## src/rtl/led_pkg.sv

```systemverilog
// led_pkg: shared state encoding and default timing constants for the LED fade driver.
package led_pkg;
  typedef enum logic [1:0] {OFF = 2'd0, RAMP_UP = 2'd1, ON = 2'd2, RAMP_DOWN = 2'd3} state_t;
  localparam int PWM_BITS_DEF = 8;
  localparam int PWM_PRESCALE_DEF = 4;
  localparam int FADE_PERIODS_DEF = 2;
  localparam int HFOSC_HZ = 48000000;
endpackage

```

## src/rtl/led_pwm_timebase.sv

```systemverilog
// led_pwm_timebase: prescaler, PWM counter and fade-rate counter producing period and duty-step ticks.
module led_pwm_timebase
  import led_pkg::*;
#(
  parameter int PWM_BITS = PWM_BITS_DEF,
  parameter int PWM_PRESCALE = PWM_PRESCALE_DEF,
  parameter int FADE_PERIODS = FADE_PERIODS_DEF
) (
  input  logic                clk,
  input  logic                reset,
  input  logic                clear,
  output logic [PWM_BITS-1:0] pwm_cnt,
  output logic                period_tick,
  output logic                step_tick
);
  localparam int PRE_W = PWM_PRESCALE > 1 ? $clog2(PWM_PRESCALE) : 1;
  localparam int FADE_W = FADE_PERIODS > 1 ? $clog2(FADE_PERIODS) : 1;
  logic [PRE_W-1:0] pre_cnt;
  logic [FADE_W-1:0] fade_cnt;
  logic pre_wrap;
  assign pre_wrap = pre_cnt == PRE_W'(PWM_PRESCALE - 1);
  assign period_tick = !clear && pre_wrap && &pwm_cnt;
  assign step_tick = period_tick && fade_cnt == FADE_W'(FADE_PERIODS - 1);
  always_ff @(posedge clk or posedge reset)
    if (reset) begin
      pre_cnt <= '0;
      pwm_cnt <= '0;
      fade_cnt <= '0;
    end else if (clear) begin
      pre_cnt <= '0;
      pwm_cnt <= '0;
      fade_cnt <= '0;
    end else begin
      pre_cnt <= pre_wrap ? '0 : pre_cnt + PRE_W'(1);
      if (pre_wrap) pwm_cnt <= pwm_cnt + PWM_BITS'(1);
      if (period_tick) fade_cnt <= step_tick ? '0 : fade_cnt + FADE_W'(1);
    end
endmodule

```

## src/rtl/led_fade_driver.sv

```systemverilog
// led_fade_driver: turns a request level into a linear PWM brightness ramp on the LED pin.
module led_fade_driver
  import led_pkg::*;
#(
  parameter int PWM_BITS = PWM_BITS_DEF,
  parameter int PWM_PRESCALE = PWM_PRESCALE_DEF,
  parameter int FADE_PERIODS = FADE_PERIODS_DEF,
  parameter int SYNC_STAGES = 2
) (
  input  logic                clk,
  input  logic                reset,
  input  logic                level_in,
  input  logic                enable,
  input  logic [PWM_BITS-1:0] duty_max,
  output logic                led,
  output logic [PWM_BITS-1:0] duty,
  output logic                busy
);
  logic [SYNC_STAGES-1:0] sync;
  logic level_s, period_tick, step_tick;
  logic [PWM_BITS-1:0] pwm_cnt, target;
  state_t state, state_nxt;
  led_pwm_timebase #(
    .PWM_BITS(PWM_BITS),
    .PWM_PRESCALE(PWM_PRESCALE),
    .FADE_PERIODS(FADE_PERIODS)
  ) u_timebase (
    .clk(clk),
    .reset(reset),
    .clear(!enable),
    .pwm_cnt(pwm_cnt),
    .period_tick(period_tick),
    .step_tick(step_tick)
  );
  always_ff @(posedge clk or posedge reset)
    if (reset) sync <= '0;
    else sync <= {sync[SYNC_STAGES-2:0], level_in};
  assign level_s = sync[SYNC_STAGES-1];
  assign target = level_s ? duty_max : '0;
  assign busy = state == RAMP_UP || state == RAMP_DOWN;
  always_comb
    state_nxt = !enable ? OFF :
                duty < target ? RAMP_UP :
                duty > target ? RAMP_DOWN :
                target != '0 ? ON : OFF;
  // Steps follow the live comparison so a step never moves away from the current target.
  always_ff @(posedge clk or posedge reset)
    if (reset) begin
      state <= OFF;
      duty <= '0;
      led <= 1'b0;
    end else begin
      state <= state_nxt;
      led <= enable && pwm_cnt < duty;
      duty <= !enable ? '0 :
              !step_tick ? duty :
              state_nxt == RAMP_UP ? duty + PWM_BITS'(1) :
              state_nxt == RAMP_DOWN ? duty - PWM_BITS'(1) : duty;
    end
endmodule

```

## config.mk

```make
export PLATFORM = sky130hd
export DESIGN_NAME = led_fade_driver
export DESIGN_NICKNAME = d
export VERILOG_FILES = /design/src/rtl/led_pkg.sv /design/src/rtl/led_pwm_timebase.sv /design/src/rtl/led_fade_driver.sv
export SDC_FILE = /design/constraint.sdc
export NUM_CORES = 1
export LEC_CHECK = 0
export BUFFER_PORTS_ARGS = -buffer_cell sky130_fd_sc_hd__buf_2
export CELL_PAD_IN_SITES_DETAIL_PLACEMENT = 2
export CELL_PAD_IN_SITES_GLOBAL_PLACEMENT = 2
export CORE_MARGIN = 1
export CORE_UTILIZATION = 30
export DETAILED_ROUTE_END_ITERATION = 6
export GPL_ROUTABILITY_DRIVEN = 0
export MAX_ROUTING_LAYER = met4
export PLACE_DENSITY_LB_ADDON = 0.1
export SYNTH_ARGS = -nofsm -noshare
export SYNTH_HDL_FRONTEND = slang
export SYNTH_SLANG_ARGS = --single-unit
```

## constraint.sdc

```tcl
create_clock -name clk -period 3.4 [get_ports clk]
set_input_delay 0.51 -clock clk [delete_from_list [all_inputs] [get_ports clk]]
set_output_delay 0.51 -clock clk [all_outputs]
set_load 0.01 [all_outputs]
```

* Yosys cells after proc, flatten, opt, wreduce, memory -nomap -nowiden
Index checks and enable logic that the tools add are counted.
** Cells by class
- Reductions and logical operators :: 8
- Multiplexer cells :: 16
- Add/subtract/negate cells :: 5
- $lt $le $gt $ge :: 3
- Equal/unequal tests :: 9
** Operators by type and width (count)
- 8-bit 2-to-1 mux :: 7
- 8-bit by 1-bit adder with 8-bit output (second input constant) :: 2
- 8-bit less-than comparator :: 2
- 2-bit 2-to-1 mux :: 6
- 8-bit greater-than comparator :: 1
- 8-bit AND reduction :: 1
- 8-bit nonzero test :: 1
- 8-bit by 1-bit subtractor with 8-bit output (second input constant) :: 1
- 2-bit == test (second input constant) :: 3
- 2-bit by 1-bit != test with 1-bit output (second input constant) :: 3
- 2-bit by 1-bit == test with 1-bit output (second input constant) :: 2
- 1-bit logical AND :: 4
- 1-bit 2-to-1 mux :: 3
- 3-bit by 1-bit != test with 1-bit output (second input constant) :: 1
- 2-bit by 1-bit adder with 2-bit output (second input constant) :: 1
- 2-bit AND reduction :: 1
- 1-bit adder (second input constant) :: 1
- 1-bit logical OR :: 1
** Word-level totals
- Output and inout bits :: 10
- Input bits :: 12
- Word-level logic and storage cells :: 48
- Register bits :: 24

* Logic depth before layout (Yosys ltp)
Gate-level depths: netlist (run 1).
- Word-level depth :: 11
- Gate-level depth with buffers :: 16
- Mapped depth without buffers :: 15

* Hierarchy
A second synthesis (run 1) with hierarchy kept.
** Unflattened totals
- Cell total of the unflattened synthesis :: 180
- Area, all modules :: 1687.9 µm²
** By module, submodules not included
- led_fade_driver :: cells each 129, area each 1143.6 µm², times used 1, seq. area each 300.3 µm²
- led_pwm_timebase :: cells each 51, area each 544.3 µm², times used 1, seq. area each 275.3 µm²

* Least setup slack after synthesis (run 1)
Ideal clock, no wire load.
- Path kind :: reg2reg
- Start :: register sync[1]
- End :: register duty[7]
- Data required time :: 3.297 ns
- Setup slack :: 0.308 ns
- Buffers on the path :: 1
- Period minus slack after synthesis :: 3.092 ns
- Cell stages (with the launch flop) :: 16
- Arrival :: 2.988 ns
- Setup time :: 0.103 ns
- Cells stage by stage :: dfrtp_1 -> clkbuf_1 -> nand2_1 -> ha_1 -> nor2b_1 -> o211ai_1 -> a21oi_1 -> nor2b_1 -> nand2_1 -> ha_1 -> a21oi_2 -> nor2_1 -> o41ai_1 -> nor4b_2 -> o311ai_4 -> o41ai_2
** On the way
- Word-level cells in the longest chain between the ends :: 10
- Elaborated cells on any way between the ends :: 15
- Those cells by class :: 2 x order compare; 3 x eq/ne; 8 x mux; 2 x reduce/logical
** RTL lines
- from (decl) :: line led_fade_driver.sv:19 : logic [SYNC_STAGES-1:0] sync;
- from (signal assigned) :: line led_fade_driver.sv:37 : else sync <= {sync[SYNC_STAGES-2:0], level_in};
- 8-bit 2-to-1 mux * :: line led_fade_driver.sv:39 : assign target = level_s ? duty_max : '0;
- parallel branches: the longest is 3 deep, another holds 8-bit greater-than comparator
- 2-bit 2-to-1 mux * :: line led_fade_driver.sv:43 : duty < target ? RAMP_UP :
- 2-bit 2-to-1 mux * :: line led_fade_driver.sv:42 : state_nxt = !enable ? OFF :
- 2-bit by 1-bit == test with 1-bit output :: line led_fade_driver.sv:57 : state_nxt == RAMP_UP ? duty + PWM_BITS'(1) :
- 8-bit 2-to-1 mux :: line led_fade_driver.sv:57
- 8-bit 2-to-1 mux :: line led_fade_driver.sv:56 : !step_tick ? duty :
- 8-bit 2-to-1 mux :: line led_fade_driver.sv:55 : duty <= !enable ? '0 :
- to (signal assigned) :: line led_fade_driver.sv:55
- to (decl) :: line led_fade_driver.sv:16 : output logic [PWM_BITS-1:0] duty,
Mark *: on every way between the ends. The select of a mux whose other input is x is not followed.
A chain may end at the register's enable or synchronous reset.

* Final worst setup path (run 1)
- Start :: register sync[1]
- End :: register duty[6]
Same word-level chain as after synthesis.

==> results of run 1 <==
-- kinds of logic after synthesis --
kind of cell,Yosys count
DFF,23
muxes,5
adders and majority gates,24
and+or+nand+nor,60
xor gates and xnor gates,12
buffers and inverters,20
AOI/OAI and AO/OA,27
-- how the worst max path moves through the flow --
stage	slack, ns	startpoint	to
finish	0.18	sync[1]	duty[6]
global route	-0.05	sync[1]	duty[6]
CTS	0.006	sync[1]	duty[6]
detailed placement	-0.16	duty_max[1]	duty[7]
global placement	0.05	duty_max[1]	duty[6]
floorplan	0.31	sync[1]	duty[7]
-- metrics by stage --
stage	hold slack, ns	cells	power, uW	area [um^2]
after detailed placement	0.3427	263	357.4	1884
after global routing	0.3355	273	576.4	2081
final	0.3396	273	549.2	2081
after CTS	0.3421	267	542.4	1941
after floorplan	0.3312	171	333.6	1677
after global placement	0.3427	263	352.5	1884
-- layout by cell type (no fill, tap or decap), types with 3 or more instances in the layout --
cell type  instances
inv_1             13
ha_1              19
xor2_1             4
buf_2             21
ha_4               4
dfrtp_1           20
nand2_1           14
clkbuf_8           3
dfrtp_2            3
nor2b_1            4
xnor2_1            8
nand3_1            4
buf_4             12
a21oi_1            5
nand4_1            3
mux2i_1            5
nor2_1            19
-- where the power goes --
group          total, uW  switching (uW)  internal [uW]
clock network        181            99.1           82.2
logic               83.8            46.0           37.8
registers            284            4.85            279
total                549             150            399
-- metal layers --
metal	track usage [%]	vias up
li1	-	652
met1	20.87	685
met2	30.18	21
met3	1.905	8
met4	4.615	0
met5	-	-
-- sequential cells by signal, summed over array words and instances, names as in the netlist --
signal and cells:
duty 8, led 1, state 1, sync 2, u_timebase.fade_cnt 1, u_timebase.pre_cnt 2
u_timebase.pwm_cnt 8
-- worst max-delay path: cells and delay by family, from the launching register on --
kind	cells	cell delay, ns
AOI/OAI and AO/OA	6	1.21
adders and majority gates	2	0.72
and+or+nand+nor	5	0.61
DFF	1	0.42
buffers and inverters	2	0.21
-- repair_timing --
action	in CTS	in global routing
setup endpoints to repair	2	2
resized for setup	3	14
pin swaps	0	2
gates cloned	0	0
buffers inserted	0	6
-- cell type report --
| type | count | area [um^2] | share of cell area [%] |
|---|---|---|---|
| sequential | 23 | 579.3 | 27.84 |
| inverter | 14 | 52.55 | 2.526 |
| tap | 70 | 87.58 | 4.209 |
| timing repair buffer | 34 | 215.2 | 10.34 |
| clock inverter | 1 | 5.005 | 0.2405 |
| clock buffer | 3 | 41.29 | 1.984 |
| multi-input combinational | 128 | 1100 | 52.86 |
==> impl_metrics.csv, run 1 <==
group,metric,value,unit
routing,wl_met1,2122,um
worst_setup_path,critPathMaxStageDelay,0.42,ns
cts,h-tree-depth,1,
finish,syn_to_final_growth,24.10,%
synthesis,synth_area_leaders,"dfrtp_1 (34%), ha_1 (17%), nor2_1 (4.3%)",
worst_setup_path,reg2reg_slack,0.18,ns
synthesis,synthArstFlopShare,100.0,%
floorplan,io_pins,22,
timing,fin_crit_sh,94.58,%
routing,dr.pass1.iters,3,
synthesis,synth_xor_xnor_area_share,6.269,%
timing,slew_viol_final,0,
synthesis,synthMuxAreaShare,2.985,%
worst_setup_path,ff2ff_path_depth,15,
routing,finalWirelength,4708,um
synthesis,avgSynthCellArea,9.805,um^2
routing,wl_per_cell,17.25,um
worst_setup_path,critPathSlowestCell,"dfrtp_2",
routing,drtIter0Drc,40,
synthesis,ys_ff_latch,23,
timing,setup_tns,0,ns
grt,grt_use_total,17.24,%
timing,period_minus_slack,3.216,ns
placed_design,numPortBuffers,21,
synthesis,synth_fa_ha_area_share,18.36,%
routing,met2WireLength,2446,um
finish,drive_gt1_share,30.54,%
cts,clock_latency,0.27,ns
synthesis,synth_top_area_share,34.33,%
worst_setup_path,arrival,3.42,ns
pwr,pwr_density_cell,263.9,nW/um^2
routing,drc,0,
timing,fmax,311.0,MHz
timing,hold_viol,0,
timing,setup_violations,0,
synthesis,ys.flop_type,"dfrtp_1",
worst_setup_path,startpoint_type,"register",
worst_setup_path,critPathMaxFanout,7,
pwr,leakage,0.0009993,uW
synthesis,synth_top_family_by_area,"simple AND/OR/NAND/NOR gates",
synthesis,syn_nets,207,
grt,grt_overflow,0,
timing,relSlewSlack,39.52,%
worst_hold_path,whs_path_depth,1,
placed_design,dp_slack,-0.1628,ns
cts,tritoncts,"built",
finish,diodes,0,
routing,num_vias,1366,
routing,viasPerCell,5.004,
grt,grt_max_degree,24,
cts,path_clk_slew,0.09,ns
cts,clockBufferDepth,2,
cts,numCtsBuffers,3,
flow_run,drv_cap,0,
timing,clock_skew,0.007370,ns
cts,root_buffer,"clkbuf_8",
worst_setup_path,crit_top_cell,"nand2_1",
worst_hold_path,whs_endpoint,"sync[0]",
run_status,status,"finished clean",
routing,highest_layer,"met4",
grt,grt_pass1_vias,1546,
synthesis,synthTopCellsByCount,"dfrtp_1 (23), ha_1 (23), nor2_1 (19)",
timing,fin_ws,0.1844,ns
synthesis,ys_types,44,
synthesis,ys_seq_area_share,34.33,%
synthesis,syn_inst,171,
floorplan,die_h,76.76,um
timing,worst_pin_slew,0.9062,ns
worst_hold_path,hp-start,"level_in",
worst_setup_path,reg2reg_to,"duty[6]",
pwr,ir_drop,0.0001176,V
grt,antenna_found_initial,0,
synthesis,synth_simple_gate_area_share,19.93,%
floorplan,core_area,5238,um^2
worst_hold_path,hp-class,"input port to register",
floorplan,rows,26,
cts,postCtsHoldBufs,0,
worst_setup_path,rr_startpoint,"sync[1]",
grt,grt_pass1_wl,7728,um
worst_setup_path,path_class,"register to register",
floorplan,dieArea,5891,um^2
worst_setup_path,path_cells,"buf_12, nand2_1, ha_1, nand2_1, o21a_1, nor2b_2, nand2_2, inv_1, fa_1, nor2b_1, o21ai_1, a21boi_1, o21ai_2, a2111oi_2, a311o_1",
placed_design,dp_hpwl,3454,um
worst_setup_path,required,3.61,ns
synthesis,synth_compound_area_share,12.76,%
floorplan,die_x,76.76,um
finish,nets,240,
routing,final_antenna_net_count,0,
floorplan,start_util,32.01,%
worst_setup_path,end_kind,"register",
finish,utilization,39.73,%
cts,cts_num_sinks,23,
finish,fillers,572,
synthesis,synth_top_area_cell,"dfrtp_1",
synthesis,synth_edf_count,0,
routing,wl_met3,82,um
synthesis,synth.cell_area,1677,um^2
synthesis,ys_warn_count,0,
(Power assumes the default switching activity.)
==> run 2, diff against run 1 <==
--- a/config.mk
+++ b/config.mk
@@ -6,14 +6,12 @@
 export NUM_CORES = 1
 export LEC_CHECK = 0
 export BUFFER_PORTS_ARGS = -buffer_cell sky130_fd_sc_hd__buf_2
-export CELL_PAD_IN_SITES_DETAIL_PLACEMENT = 2
-export CELL_PAD_IN_SITES_GLOBAL_PLACEMENT = 2
 export CORE_MARGIN = 1
 export CORE_UTILIZATION = 30
 export DETAILED_ROUTE_END_ITERATION = 6
 export GPL_ROUTABILITY_DRIVEN = 0
 export MAX_ROUTING_LAYER = met4
-export PLACE_DENSITY_LB_ADDON = 0.1
+export RECOVER_POWER = 100
 export SYNTH_ARGS = -nofsm -noshare
 export SYNTH_HDL_FRONTEND = slang
 export SYNTH_SLANG_ARGS = --single-unit
==> run 2 against run 1 <==
Effect of this change: sequential power about the same; clock power is 5% lower; combinational power fell by 20%; first-iteration DRC count is 2.5% higher; cell count shrank 2.6%; design area shrank 8.0%; power down 5.0%; worst hold slack improved by 0.0071 ns; via count down 8.7%; sequential cell count unchanged; critical path depth decreased by 1; critical endpoint is now duty[7]; largest cell class unchanged; non-clock buffer count down 7.
==> impl_metrics.csv, run 2 (synthesized netlist as in run 1, its figures left out) <==
group,metric,value,unit
run_status,status,"finished clean",
cts,clockBufferDepth,2,
floorplan,die_h,76.76,um
timing,fmax,319.7,MHz
timing,fin_crit_sh,92.00,%
pwr,pwr_density_cell,272.5,nW/um^2
finish,layout_common_cells,"ha_1 (22), dfrtp_1 (22), nor2_1 (20), nand2_1 (14), buf_2 (14)",
pwr,power_frac_seq,54.3,%
cts,root_buffer,"clkbuf_8",
cts,tritoncts,"built",
timing,slew_viol_final,0,
grt,grt_pass1_wl,5934,um
timing,setup_tns,0,ns
cts,clock_latency,0.26,ns
worst_setup_path,startpoint_type,"register",
grt,antenna_found_initial,0,
timing,period_minus_slack,3.128,ns
grt,grt_pass1_vias,1276,
worst_hold_path,hp-class,"input port to register",
cts,h-tree-depth,1,
finish,top_regs,"duty (8), u_timebase.pwm_cnt (8)",
pwr,power.internal,392.9,uW
cts,path_clk_slew,0.08,ns
floorplan,rows,26,
timing,clock_skew,0.001646,ns
finish,drive_gt1_share,15.82,%
floorplan,io_pins,22,
routing,drc,0,
timing,setup_violations,0,
routing,finalWirelength,3357,um
finish,syn_to_final_growth,14.18,%
finish,nets,233,
grt,met1_usage,16.03,%
timing,rsz0062_at_grt,"no",
routing,wl_per_cell,12.62,um
pwr,ir_drop,0.0002523,V
routing,dr.pass1.iters,4,
floorplan,dieArea,5891,um^2
cts,cts_num_sinks,23,
routing,final_antenna_net_count,0,
routing,drtIter0Drc,41,
floorplan,start_util,32.01,%
finish,diodes,0,
placed_design,dp_hpwl,2558,um
finish,instances_no_fill,266,
worst_setup_path,arrival,3.27,ns
grt,top_usage_layer,"met2",
routing,viasPerCell,4.688,
grt,met2_usage,21.07,%
timing,relSlewSlack,40.65,%
placed_design,dp.cells,260,
flow_run,drv_cap,0,
routing,num_vias,1247,
cts,numCtsBuffers,3,
floorplan,die_x,76.76,um
pwr,switching_share,24.68,%
pwr,switchingPower,128.8,uW
pwr,clockPowerShare,32.9,%
placed_design,numPortBuffers,21,
floorplan,core_area,5238,um^2
worst_setup_path,path_class,"register to register",
pwr,leakage,0.0009089,uW
grt,grt_use_met3,3.095,%
worst_setup_path,required,3.54,ns
grt,grt_overflow,0,
worst_setup_path,end_kind,"register",
grt,grt_max_degree,24,
timing,worst_pin_slew,0.8892,ns
pwr,combPwrFrac,12.8,%
worst_setup_path,critPathMaxFanout,8,
grt,grt_use_total,13.02,%
timing,hold_viol,0,
-- run 2: path summary, 6_finish.rpt --
check / start / to / slack [ns] / depth (start not counted)
max reg2reg: sync[1] / duty[7] / 0.27 / 14
min reg2reg: sync[0] / sync[1] / 0.37 / 0
min: level_in / sync[0] / 0.35 / 1
max in group asynchronous: reset / sync[1] / 2.37 / 2
max: sync[1] / duty[7] / 0.27 / 14
min in group asynchronous: reset / led / 0.43 / 2
-- run 2: area by class of cell --
type	count	area [um^2]
multi-input combinational	128	1022
sequential	23	576.8
inverter	14	52.55
timing repair buffer	27	130.1
tap	70	87.58
fill	547	3323
clock buffer	4	45.04
-- run 2: repair_timing --
action | in CTS | in global routing
hold buffers | 0 | 0
endpoints found under the setup margin | 0 | 2
resized for setup | 0 | 8
setup buffers | 0 | 2
-- run 2: power groups by stage --
stage	Clock (uW)	Combinational, uW	Sequential [uW]
2_1_floorplan	0	46.8	287
3_3_place_gp	0	61.5	288
3_5_place_dp	0	62.7	289
4_1_cts	182	63.1	283
5_1_grt	188	76.3	284
6_report	172	67.0	283
-- run 2: critical path: stages, from the launching register on --
cell and delay [ns]:
dfrtp_2 0.44, nand2_1 0.07, ha_1 0.28, nor2b_1 0.13, o211ai_1 0.24, a21oi_2 0.09, nor2b_1 0.15, nand2_2 0.15
ha_1 0.32, a21oi_1 0.19, nor2_1 0.09, o41ai_2 0.31, a2bb2oi_2 0.14, o311ai_4 0.27, o41ai_2 0.11
-- run 2: per-stage QoR --
stage	area, um^2	setup slack (ns)	power (uW)	hold slack (ns)	utilization [%]
after floorplan	1677	0.3083	333.6	0.3312	-
after global placement	1862	0.1048	349.9	0.3368	35.55
final	1914	0.2721	521.7	0.3467	36.55
after global routing	1914	0.006690	548.3	0.3349	36.55
after detailed placement	1862	0.02515	351.2	0.3511	35.55
after CTS	1907	0.04685	528.0	0.3369	36.41
-- run 2: layer usage --
metal | vias to the layer above | wire length (um) | part of all wire [%]
met5 | - | 0 | 0
met4 | 0 | 52 | 1.5
met3 | 6 | 124 | 3.7
met2 | 20 | 1558 | 46
met1 | 576 | 1622 | 48
li1 | 645 | - | -
==> run 3, diff against run 2 <==
--- a/config.mk
+++ b/config.mk
@@ -5,7 +5,8 @@
 export SDC_FILE = /design/constraint.sdc
 export NUM_CORES = 1
 export LEC_CHECK = 0
-export BUFFER_PORTS_ARGS = -buffer_cell sky130_fd_sc_hd__buf_2
+export BUFFER_PORTS_ARGS = -buffer_cell sky130_fd_sc_hd__buf_4
+export CAP_MARGIN = 0
 export CORE_MARGIN = 1
 export CORE_UTILIZATION = 30
 export DETAILED_ROUTE_END_ITERATION = 6
==> run 3 against run 2 <==
Effect of this change: count of clock-buffer cells in the layout decreased by 1; cell count is 0.75% lower; die area did not move; core utilization up 0.19 points; first-iteration DRC count is 93% higher; fmax is 0.69% lower; worst hold slack improved by 0.0063 ns; clock power barely moved; sequential power about the same; power is 0.48% lower; routed wire length shrank 2.6%.
==> impl_metrics.csv, run 3 (synthesized netlist as in run 1, its figures left out) <==
group,metric,value,unit
grt,grt_pass1_vias,1215,
worst_setup_path,critPathMaxFanout,8,
finish,instances_no_fill,264,
timing,fin_crit_sh,92.63,%
cts,root_buffer,"clkbuf_8",
pwr,ir_drop,0.0002571,V
timing,worst_pin_slew,0.8942,ns
worst_setup_path,end_kind,"register",
cts,h-tree-depth,1,
finish,layout_common_cells,"ha_1 (23), dfrtp_1 (22), nor2_1 (19), nand2_1 (14)",
worst_setup_path,rr_startpoint,"sync[1]",
floorplan,rows,26,
routing,drtIter0Drc,79,
floorplan,core_area,5238,um^2
finish,top_regs,"duty (8), u_timebase.pwm_cnt (8)",
routing,wl_per_cell,12.39,um
cts,cts_num_sinks,23,
finish,syn_to_final_growth,14.78,%
timing,fmax,317.5,MHz
finish,fillers,535,
grt,grt_overflow,0,
pwr,pwr_density_cell,269.8,nW/um^2
timing,slew_viol_final,0,
worst_setup_path,reg2reg_to,"duty[7]",
flow_run,drv_cap,0,
grt,met2_usage,20.45,%
grt,met1_usage,16.62,%
grt,grt_pass1_wl,5865,um
cts,clock_latency,0.26,ns
grt,grt_use_met3,2.976,%
placed_design,numPortBuffers,21,
cts,clockBufferDepth,2,
cts,path_clk_slew,0.09,ns
worst_setup_path,reg2reg_slack,0.25,ns
pwr,leakage,0.0009134,uW
worst_setup_path,required,3.54,ns
worst_setup_path,arrival,3.29,ns
routing,drc,0,
finish,utilization,36.74,%
placed_design,dp_hpwl,2484,um
timing,rsz0062_at_grt,"no",
cts,numCtsBuffers,3,
cts,postCtsSetupBuffers,0,
grt,grt_max_degree,24,
timing,clock_skew,0.006153,ns
floorplan,die_h,76.76,um
routing,dr.pass1.iters,5,
routing,num_vias,1244,
finish,drive_gt1_share,14.95,%
worst_hold_path,hp-start,"sync[0]",
floorplan,dieArea,5891,um^2
placed_design,dp.cells,260,
finish,nets,231,
routing,finalWirelength,3270,um
floorplan,io_pins,22,
worst_setup_path,path_class,"register to register",
worst_hold_path,whs_endpoint,"sync[1]",
floorplan,start_util,32.01,%
worst_hold_path,hp-class,"register to register",
pwr,fin_total_pwr,519.2,uW
routing,final_antenna_net_count,0,
timing,hold_viol,0,
grt,antenna_found_initial,0,
routing,viasPerCell,4.712,
grt,grt_use_total,12.82,%
timing,period_minus_slack,3.150,ns
finish,final_common_cell,"ha_1",
timing,setup_violations,0,
finish,diodes,0,
cts,tritoncts,"built",
worst_setup_path,ff2ff_path_depth,14,
run_status,status,"finished clean",
grt,top_usage_layer,"met2",
worst_hold_path,whs_path_depth,0,
floorplan,die_x,76.76,um
worst_setup_path,startpoint_type,"register",
timing,relSlewSlack,40.32,%
run 3: per-stage QoR:
stage	hold WS [ns]	cell area [um^2]	setup TNS (ns)	setup slack [ns]
final	0.3530	1924	0	0.2504
after floorplan	0.3312	1677	0	0.3083
after CTS	0.3320	1961	0	0.03588
after global routing	0.3510	1924	0	0.01278
after global placement	0.3339	1914	0	0.1113
after detailed placement	0.3364	1914	-0.02120	-0.02120
run 3: worst max-delay path, cell delays in order, from the launching register on:
cell,delay (ns)
dfrtp_2,0.44
nand2_1,0.07
ha_1,0.29
nor2b_1,0.14
o211ai_1,0.19
a21oi_1,0.12
nor2b_1,0.14
nand2_2,0.13
ha_1,0.31
a21oi_2,0.15
nor2_1,0.08
o41ai_2,0.35
a2bb2oi_1,0.20
o311ai_4,0.30
o41ai_2,0.12
run 3: where the power goes:
group          leakage (uW)  internal, uW  total (uW)  switching [uW]
Combinational      0.000577          30.4        65.8            35.4
Clock             0.0000255          81.8         170            88.3
Sequential         0.000311           279         283            4.20
Total              0.000913           391         519             128
run 3: cell type report:
class                   instances  area, um^2  area share, %
inverters                      14       52.55          2.731
well taps                      70       87.58          4.551
repair buffers                 25       150.1          7.802
multi-input cells             128        1011          52.54
clock inverters                 1       5.005         0.2601
clock buffers                   3       41.29          2.146
flip-flops and latches         23       576.8          29.97
run 3: timing repair:
item,CTS,global route
endpoints found under the setup margin,0,2
gates resized for setup,0,5
endpoints found under the hold margin,0,0
hold buffers,0,0
run 3: how the worst max path moves through the flow:
| stage | start | end | slack [ns] | cells after the start |
|---|---|---|---|---|
| finish | sync[1] | duty[7] | 0.25 | 14 |
| detailed placement | duty_max[1] | duty[7] | -0.02 | 15 |
| CTS | sync[1] | duty[7] | 0.04 | 14 |
| floorplan | sync[1] | duty[7] | 0.31 | 15 |
| global placement | duty_max[1] | duty[7] | 0.11 | 15 |
| global route | sync[1] | duty[6] | 0.01 | 15 |
run 3: routing by layer:
layer | wire length [um] | vias up | part of all wire, %
li1 | - | 636 | -
met1 | 1649 | 586 | 50
met2 | 1481 | 20 | 45
met3 | 121 | 2 | 3.7
met4 | 18 | 0 | 0.55
met5 | 0 | - | 0
